===== src/rtl/gshare_bp_pkg.sv =====
// Shared types and helpers for the gshare branch predictor: counter encodings,
// controller states and the 2-bit saturating counter update.
package gshare_pkg;

  localparam logic [1:0] SNT = 2'b00;
  localparam logic [1:0] WNT = 2'b01;
  localparam logic [1:0] WT  = 2'b10;
  localparam logic [1:0] ST  = 2'b11;

  typedef enum logic {StInit, StRun} state_e;

  function automatic logic [1:0] sat_update(input logic [1:0] cnt, input logic taken);
    if (taken) begin
      return (cnt == ST) ? ST : cnt + 2'd1;
    end
    return (cnt == SNT) ? SNT : cnt - 2'd1;
  endfunction

endpackage


===== src/rtl/gshare_bp_if.sv =====
// Predict/update/statistics bundle between fetch, execute and the gshare predictor.
interface gshare_bp_if #(
  parameter int unsigned ADDR_W = 11,
  parameter int unsigned GHR_W  = 8,
  parameter int unsigned CNT_W  = 16
);
  logic              ready;
  logic              pred_valid;
  logic [ADDR_W-1:0] pred_addr;
  logic              pred_rsp_valid;
  logic              pred_taken;
  logic [GHR_W-1:0]  pred_ghr;
  logic              upd_valid;
  logic [ADDR_W-1:0] upd_addr;
  logic [GHR_W-1:0]  upd_ghr;
  logic              upd_taken;
  logic              upd_mispredict;
  logic [CNT_W-1:0]  stat_updates;
  logic [CNT_W-1:0]  stat_mispreds;

  modport master (
    input  ready, pred_rsp_valid, pred_taken, pred_ghr, stat_updates, stat_mispreds,
    output pred_valid, pred_addr, upd_valid, upd_addr, upd_ghr, upd_taken, upd_mispredict
  );

  modport slave (
    output ready, pred_rsp_valid, pred_taken, pred_ghr, stat_updates, stat_mispreds,
    input  pred_valid, pred_addr, upd_valid, upd_addr, upd_ghr, upd_taken, upd_mispredict
  );
endinterface


===== src/rtl/gshare_bp_pht.sv =====
// Pattern history table: 2**IDX_W two-bit counters, one predict read port and one
// write port that either stores WNT (init sweep) or saturates the addressed counter.
module gshare_pht
  import gshare_pkg::*;
#(
  parameter int unsigned IDX_W = 10
) (
  input  logic             clk,
  input  logic [IDX_W-1:0] rd_idx,
  output logic [1:0]       rd_cnt,
  input  logic             wr_en,
  input  logic             wr_init,
  input  logic [IDX_W-1:0] wr_idx,
  input  logic             wr_taken
);

  logic [1:0] mem [2**IDX_W];

  // Read data is consumed at the same edge that commits a write, so a
  // same-index predict always sees the pre-update counter.
  assign rd_cnt = mem[rd_idx];

  always_ff @(posedge clk) begin
    if (wr_en) begin
      mem[wr_idx] <= wr_init ? WNT : sat_update(mem[wr_idx], wr_taken);
    end
  end

endmodule


===== src/rtl/gshare_bp.sv =====
// gshare predictor top: init sweep controller, speculative global history with
// misprediction recovery, PC^GHR index hashing and saturating statistics.
module gshare_bp
  import gshare_pkg::*;
#(
  parameter int unsigned ADDR_W = 11,
  parameter int unsigned IDX_W  = 10,
  parameter int unsigned GHR_W  = 8,
  parameter int unsigned CNT_W  = 16
) (
  input  logic      clk,
  input  logic      reset,
  gshare_bp_if.slave bp
);

  state_e             state_q, state_d;
  logic [IDX_W-1:0]   init_ptr_q, init_ptr_d;
  logic [GHR_W-1:0]   ghr_q, ghr_d;
  logic               rsp_valid_q;
  logic               pred_taken_q;
  logic [GHR_W-1:0]   pred_ghr_q;
  logic [CNT_W-1:0]   stat_upd_q, stat_upd_d;
  logic [CNT_W-1:0]   stat_mis_q, stat_mis_d;

  logic               run;
  logic               pred_acc;
  logic               upd_acc;
  logic [IDX_W-1:0]   pred_idx;
  logic [IDX_W-1:0]   upd_idx;
  logic [1:0]         rd_cnt;

  assign run      = (state_q == StRun);
  assign pred_acc = run & bp.pred_valid;
  assign upd_acc  = run & bp.upd_valid;
  assign pred_idx = bp.pred_addr[IDX_W-1:0] ^ IDX_W'(ghr_q);
  assign upd_idx  = bp.upd_addr[IDX_W-1:0] ^ IDX_W'(bp.upd_ghr);

  gshare_pht #(
    .IDX_W (IDX_W)
  ) u_pht (
    .clk      (clk),
    .rd_idx   (pred_idx),
    .rd_cnt   (rd_cnt),
    .wr_en    (~run | upd_acc),
    .wr_init  (~run),
    .wr_idx   (run ? upd_idx : init_ptr_q),
    .wr_taken (bp.upd_taken)
  );

  always_comb begin
    state_d    = state_q;
    init_ptr_d = init_ptr_q;
    unique case (state_q)
      StInit: begin
        init_ptr_d = init_ptr_q + IDX_W'(1);
        if (init_ptr_q == '1) begin
          state_d = StRun;
        end
      end
      StRun: begin
      end
    endcase
  end

  // Recovery wins over the speculative shift of a same-cycle prediction.
  always_comb begin
    ghr_d = ghr_q;
    if (upd_acc && bp.upd_mispredict) begin
      ghr_d = {bp.upd_ghr[GHR_W-2:0], bp.upd_taken};
    end else if (pred_acc) begin
      ghr_d = {ghr_q[GHR_W-2:0], rd_cnt[1]};
    end
  end

  always_comb begin
    stat_upd_d = stat_upd_q;
    stat_mis_d = stat_mis_q;
    if (upd_acc && (stat_upd_q != '1)) begin
      stat_upd_d = stat_upd_q + CNT_W'(1);
    end
    if (upd_acc && bp.upd_mispredict && (stat_mis_q != '1)) begin
      stat_mis_d = stat_mis_q + CNT_W'(1);
    end
  end

  always_ff @(posedge clk or negedge reset) begin
    if (!reset) begin
      state_q      <= StInit;
      init_ptr_q   <= '0;
      ghr_q        <= '0;
      rsp_valid_q  <= 1'b0;
      pred_taken_q <= 1'b0;
      pred_ghr_q   <= '0;
      stat_upd_q   <= '0;
      stat_mis_q   <= '0;
    end else begin
      state_q     <= state_d;
      init_ptr_q  <= init_ptr_d;
      ghr_q       <= ghr_d;
      rsp_valid_q <= pred_acc;
      if (pred_acc) begin
        pred_taken_q <= rd_cnt[1];
        pred_ghr_q   <= ghr_q;
      end
      stat_upd_q <= stat_upd_d;
      stat_mis_q <= stat_mis_d;
    end
  end

  assign bp.ready          = run;
  assign bp.pred_rsp_valid = rsp_valid_q;
  assign bp.pred_taken     = pred_taken_q;
  assign bp.pred_ghr       = pred_ghr_q;
  assign bp.stat_updates   = stat_upd_q;
  assign bp.stat_mispreds  = stat_mis_q;

endmodule


===== src/flat_wrapper.sv =====
// flat-port wrapper written by rule: the top's interface ports become plain ports
module gshare_bp_flat import gshare_pkg::*;
#(
  parameter int unsigned ADDR_W = 11,
  parameter int unsigned IDX_W  = 10,
  parameter int unsigned GHR_W  = 8,
  parameter int unsigned CNT_W  = 16
)
  (clk, reset, bp_ready, bp_pred_rsp_valid, bp_pred_taken, bp_pred_ghr, bp_stat_updates, bp_stat_mispreds, bp_pred_valid, bp_pred_addr, bp_upd_valid, bp_upd_addr, bp_upd_ghr, bp_upd_taken, bp_upd_mispredict);
  gshare_bp_if #(.ADDR_W(ADDR_W), .GHR_W(GHR_W), .CNT_W(CNT_W)) bp_i ();
  input  logic clk;
  input  logic reset;
  output wire logic [$bits(bp_i.ready)-1:0] bp_ready;
  output wire logic [$bits(bp_i.pred_rsp_valid)-1:0] bp_pred_rsp_valid;
  output wire logic [$bits(bp_i.pred_taken)-1:0] bp_pred_taken;
  output wire logic [$bits(bp_i.pred_ghr)-1:0] bp_pred_ghr;
  output wire logic [$bits(bp_i.stat_updates)-1:0] bp_stat_updates;
  output wire logic [$bits(bp_i.stat_mispreds)-1:0] bp_stat_mispreds;
  input wire logic [$bits(bp_i.pred_valid)-1:0] bp_pred_valid;
  input wire logic [$bits(bp_i.pred_addr)-1:0] bp_pred_addr;
  input wire logic [$bits(bp_i.upd_valid)-1:0] bp_upd_valid;
  input wire logic [$bits(bp_i.upd_addr)-1:0] bp_upd_addr;
  input wire logic [$bits(bp_i.upd_ghr)-1:0] bp_upd_ghr;
  input wire logic [$bits(bp_i.upd_taken)-1:0] bp_upd_taken;
  input wire logic [$bits(bp_i.upd_mispredict)-1:0] bp_upd_mispredict;
  assign bp_ready = bp_i.ready;
  assign bp_pred_rsp_valid = bp_i.pred_rsp_valid;
  assign bp_pred_taken = bp_i.pred_taken;
  assign bp_pred_ghr = bp_i.pred_ghr;
  assign bp_stat_updates = bp_i.stat_updates;
  assign bp_stat_mispreds = bp_i.stat_mispreds;
  assign bp_i.pred_valid = bp_pred_valid;
  assign bp_i.pred_addr = bp_pred_addr;
  assign bp_i.upd_valid = bp_upd_valid;
  assign bp_i.upd_addr = bp_upd_addr;
  assign bp_i.upd_ghr = bp_upd_ghr;
  assign bp_i.upd_taken = bp_upd_taken;
  assign bp_i.upd_mispredict = bp_upd_mispredict;
  gshare_bp #(.ADDR_W(ADDR_W), .IDX_W(IDX_W), .GHR_W(GHR_W), .CNT_W(CNT_W)) u_core (.clk(clk), .reset(reset), .bp(bp_i));
endmodule

===== config.mk =====
export PLATFORM = sky130hd
export DESIGN_NAME = gshare_bp_flat
export DESIGN_NICKNAME = d
export VERILOG_FILES = /design/src/rtl/gshare_bp_pkg.sv /design/src/rtl/gshare_bp_if.sv /design/src/rtl/gshare_bp_pht.sv /design/src/rtl/gshare_bp.sv /design/src/flat_wrapper.sv
export SDC_FILE = /design/constraint.sdc
export NUM_CORES = 2
export LEC_CHECK = 0
export CAP_MARGIN = 20
export CORE_AREA = 2 2 401 403
export CTS_CLUSTER_DIAMETER = 30
export CTS_CLUSTER_SIZE = 10
export DETAILED_ROUTE_END_ITERATION = 16
export DIE_AREA = 0 0 403 405
export HOLD_SLACK_MARGIN = 0.03
export PLACE_DENSITY_LB_ADDON = 0.1
export SYNTH_ARGS = -nofsm -noshare
export SYNTH_HDL_FRONTEND = slang
export SYNTH_SLANG_ARGS = --single-unit

===== constraint.sdc =====
create_clock -name clk -period 46.4 [get_ports clk]
set_input_delay 6.96 -clock clk [delete_from_list [all_inputs] [get_ports clk]]
set_output_delay 6.96 -clock clk [all_outputs]
set_load 0.005 [all_outputs]

==> results.sh <==
export IMPL_worstMarginPinSlew_ns=1.34
export IMPL_rows=147
export IMPL_cts_repair_resized=0
export IMPL_area_growth_pct=19.0
export IMPL_ys_ff_latch=2109
export IMPL_p_leak_nw=35.9
export IMPL_p_seq_share_pct=39.5
export IMPL_clock_sinks=2109
export IMPL_antenna_found_initial=18
export IMPL_synth_cell_types=52
export IMPL_io_pins=79
export IMPL_path_class="in2reg"
export IMPL_die_x_um=403
export IMPL_maxCapViolCount=0
export IMPL_synth_edf_count=2048
export IMPL_drive_gt1_share_pct=19.1
export IMPL_final_setup_viol_count=0
export IMPL_reg2reg_depth=17
export IMPL_cts_inserted_buffers=416
export IMPL_reg2reg_to="u_core.u_pht.mem[32][1]$_DFFE_PP_"
export IMPL_start_util_pct=59.5
export IMPL_worstSetupStartpointType="input port"
export IMPL_hold_depth=1
export IMPL_status="finished clean"
export IMPL_switching_share_pct=19.7
export IMPL_hold_buffers=0
export IMPL_fmax_mhz=59.5
export IMPL_avgSynthCellArea_um2=14.0
export IMPL_grt_pass1_vias=63700
export IMPL_r2r_setup_slack_ns=35.13
export IMPL_fin_crit_ns=16.80
export IMPL_core_um2=159000
export IMPL_cts_tree="built"
export IMPL_syn_area_um2=94800
export IMPL_power_total_mw=5.21
export IMPL_grt_max_degree=270
export IMPL_post_dp_hpwl_um=157000
export IMPL_cts_max_level=5
export IMPL_comb_power_share_pct=0.8
export IMPL_slew_headroom_pct=10.9
export IMPL_hold_start="u_core.bp.pred_taken$_DFFE_PN0P_"
export IMPL_cellPowerDensity_nw_per_um2=46.2
export IMPL_vias_per_cell=7.01
export IMPL_syn_nets=6823
export IMPL_post_route_period_util_pct=36.2
export IMPL_arrival_ns=17.42
export IMPL_multi_input_area_um2=29900
export IMPL_p_int_mw=4.18
export IMPL_synthCells=6784
export IMPL_power_switching_mw=1.03
export IMPL_required_ns=47.02
export IMPL_num_vias=65300
export IMPL_grt_usage_pct=38.0
export IMPL_holdWs_ns=0.486
export IMPL_finalHoldViolCount=0
export IMPL_clock_skew_ns=0.0758
export IMPL_wire_per_inst_um=33.3
export IMPL_fill_cells=10400
export IMPL_drt_initial_drc_count=10500
export IMPL_grt_overflow_total=0
export IMPL_io_buffers=76
export IMPL_fin_nets=6912
export IMPL_wl_um=310000
export IMPL_clock_latency_ns=0.99
export IMPL_cp_end_kind="flop"
export IMPL_ys_seq_area_share_pct=66.5
export IMPL_final_common_cell="edfxtp_1"
export IMPL_drc_errors=0
export IMPL_critical_path_max_fanout=269
export IMPL_drtAntennaViolNets=0
export IMPL_dieArea_um2=163000
export IMPL_rsz0062_at_grt="no"
export IMPL_path_clk_slew_ns=0.05
export IMPL_synthArstFlopShare_pct=2.89
export IMPL_ff_latch_area_um2=63000
export IMPL_peakVddDrop_v=0.0000479
export IMPL_cts_root_buf="clkbuf_16"
export IMPL_layout_common_cells="edfxtp_1 (2048), nor2_1 (1068), nand2_1 (873), mux4_2 (448), clkbuf_16 (425)"
export IMPL_finalMaxSlewViolations=0
export IMPL_dr_pass1_iters=8
export IMPL_holdPathEnd="u_core.bp.pred_taken$_DFFE_PN0P_"
export IMPL_min_path_type="reg2reg"
export IMPL_grt_pass1_wl_um=440000
export IMPL_tns_ns=0
export IMPL_clockPowerShare_pct=59.6
export IMPL_cts_setup_buffers=0
export IMPL_gp_congestion=0.863
export IMPL_yosysWarningCount=0
export IMPL_clockBufferDepth=4
export IMPL_yosys_most_used_dff="edfxtp_1"
export IMPL_reg2reg_from="u_core.bp.ready$_DFF_PN0_"
export IMPL_die_h_um=405
## through the flow
stage               area [um2]  util [%]  cells  setup WS [ns]
floorplan                94800         -   6784           3.74
global placement         97500      61.2   8512          29.07
detailed placement       98000      61.5   8532          28.95
CTS                     113000      70.7   9284          29.87
global route            113000      70.8   9298          29.25
finish                  113000      70.8   9306          29.60
## synth_stat cells (3+ instances only)
cell type  number  area, um2
o21ai_0        16       80.1
and3_1         33        206
a21oi_1       328       1640
or4_1           3       22.5
clkbuf_1      344       1290
nor2b_1         3       18.8
nor4_1         34        213
a31oi_1        40        250
o31ai_1         3       22.5
nor2_1       1071       4020
a21o_1          8       60.1
a221oi_1       12        105
buf_2         144        721
nand4_1        23        144
a311oi_1       11       96.3
nor3_1         21        105
nor4b_1         4       35.0
inv_1           9       33.8
a211oi_1        7       52.6
o22ai_1       122        763
mux2i_1       388       3880
a32o_1         10        100
buf_1          74        278
ha_1            3       37.5
o21a_1          3       22.5
a22o_1         14        123
nand2_1       907       3400
buf_4           8       60.1
dfrtp_1        61       1530
xor2_1         14        123
xnor2_1        41        359
a32oi_1        41        359
mux2_2         14        158
nand3_1       269       1350
edfxtp_1     2048      61500
mux4_2        448      10100
a22oi_1       188       1410
## area by class of cell
class | instances | area share (%)
Multi-Input combinational cell | 4093 | 26.5
Clock inverter | 292 | 3.34
Clock buffer | 460 | 9.56
Tap cell | 2086 | 2.31
Inverter | 10 | 0.0333
Antenna cell | 13 | 0.0288
Timing Repair Buffer | 243 | 2.38
Sequential cell | 2109 | 55.9
## how the worst max path moves through the flow
stage                       start                                 end  slack [ns]  depth (start not counted)
floorplan           bp_upd_ghr[0]    u_core.u_pht.mem[0][0]$_DFFE_PP_        3.74                         15
global placement    bp_upd_ghr[0]  u_core.u_pht.mem[114][1]$_DFFE_PP_       29.07                         18
detailed placement  bp_upd_ghr[0]  u_core.u_pht.mem[114][1]$_DFFE_PP_       28.95                         18
CTS                 bp_upd_ghr[0]  u_core.u_pht.mem[148][1]$_DFFE_PP_       29.87                         18
global route        bp_upd_ghr[0]  u_core.u_pht.mem[135][1]$_DFFE_PP_       29.25                         18
finish              bp_upd_ghr[1]   u_core.u_pht.mem[32][1]$_DFFE_PP_       29.60                         17
## registers in the layout, indices dropped and copies added, names as in the netlist
signal                    count
u_core.u_pht.mem           2048
u_core.bp.stat_mispreds      16
u_core.bp.stat_updates       16
u_core.init_ptr_q            10
u_core.bp.pred_ghr            8
u_core.ghr_q                  8
u_core.bp.pred_rsp_valid      1
u_core.bp.pred_taken          1
u_core.bp.ready               1
## cell families (layout without fill, tap and decap cells)
group,Yosys count,in the layout,synth area share (%)
and+or+nand+nor,2374,2374,10.1
DFF,2109,2109,66.5
muxes,850,850,14.9
AOI/OAI and AO/OA,811,811,5.44
buffers and inverters,582,1005,2.54
xor gates and xnor gates,55,55,0.508
adders and majority gates,3,3,0.0396
other,0,13,0
## power groups by stage
stage / clock network [mW] / registers, mW / logic [mW]
detailed placement: 0 / 2.10 / 0.0431
floorplan: 0 / 2.10 / 0.0254
global route: 3.21 / 2.06 / 0.0448
global placement: 0 / 2.10 / 0.0432
CTS: 3.11 / 2.06 / 0.0431
finish: 3.11 / 2.06 / 0.0435
## metal layers
metal	global-route usage (%)	vias up	part of all wire (%)
met4	19.4	16	5.2
met2	56.6	5367	45
met3	11.0	918	15
li1	-	26200	-
met1	51.5	32800	35
met5	0	-	0.034
## critical path, stage by stage
cell and delay, ns:
clkdlybuf4s50_1 0.44, xnor2_1 0.67, a21o_4 0.51, buf_12 0.60, buf_4 0.85, nand2_1 0.17, a22oi_1 0.32, o22ai_1 0.12
nor4_1 0.53, o22ai_1 0.25, o21ai_0 0.83, nand4_1 0.63, nor4_1 0.48, a22o_4 0.87, buf_12 0.75, buf_12 0.72
buf_4 0.88
Note: power is estimated with default switching activity, not from simulation.
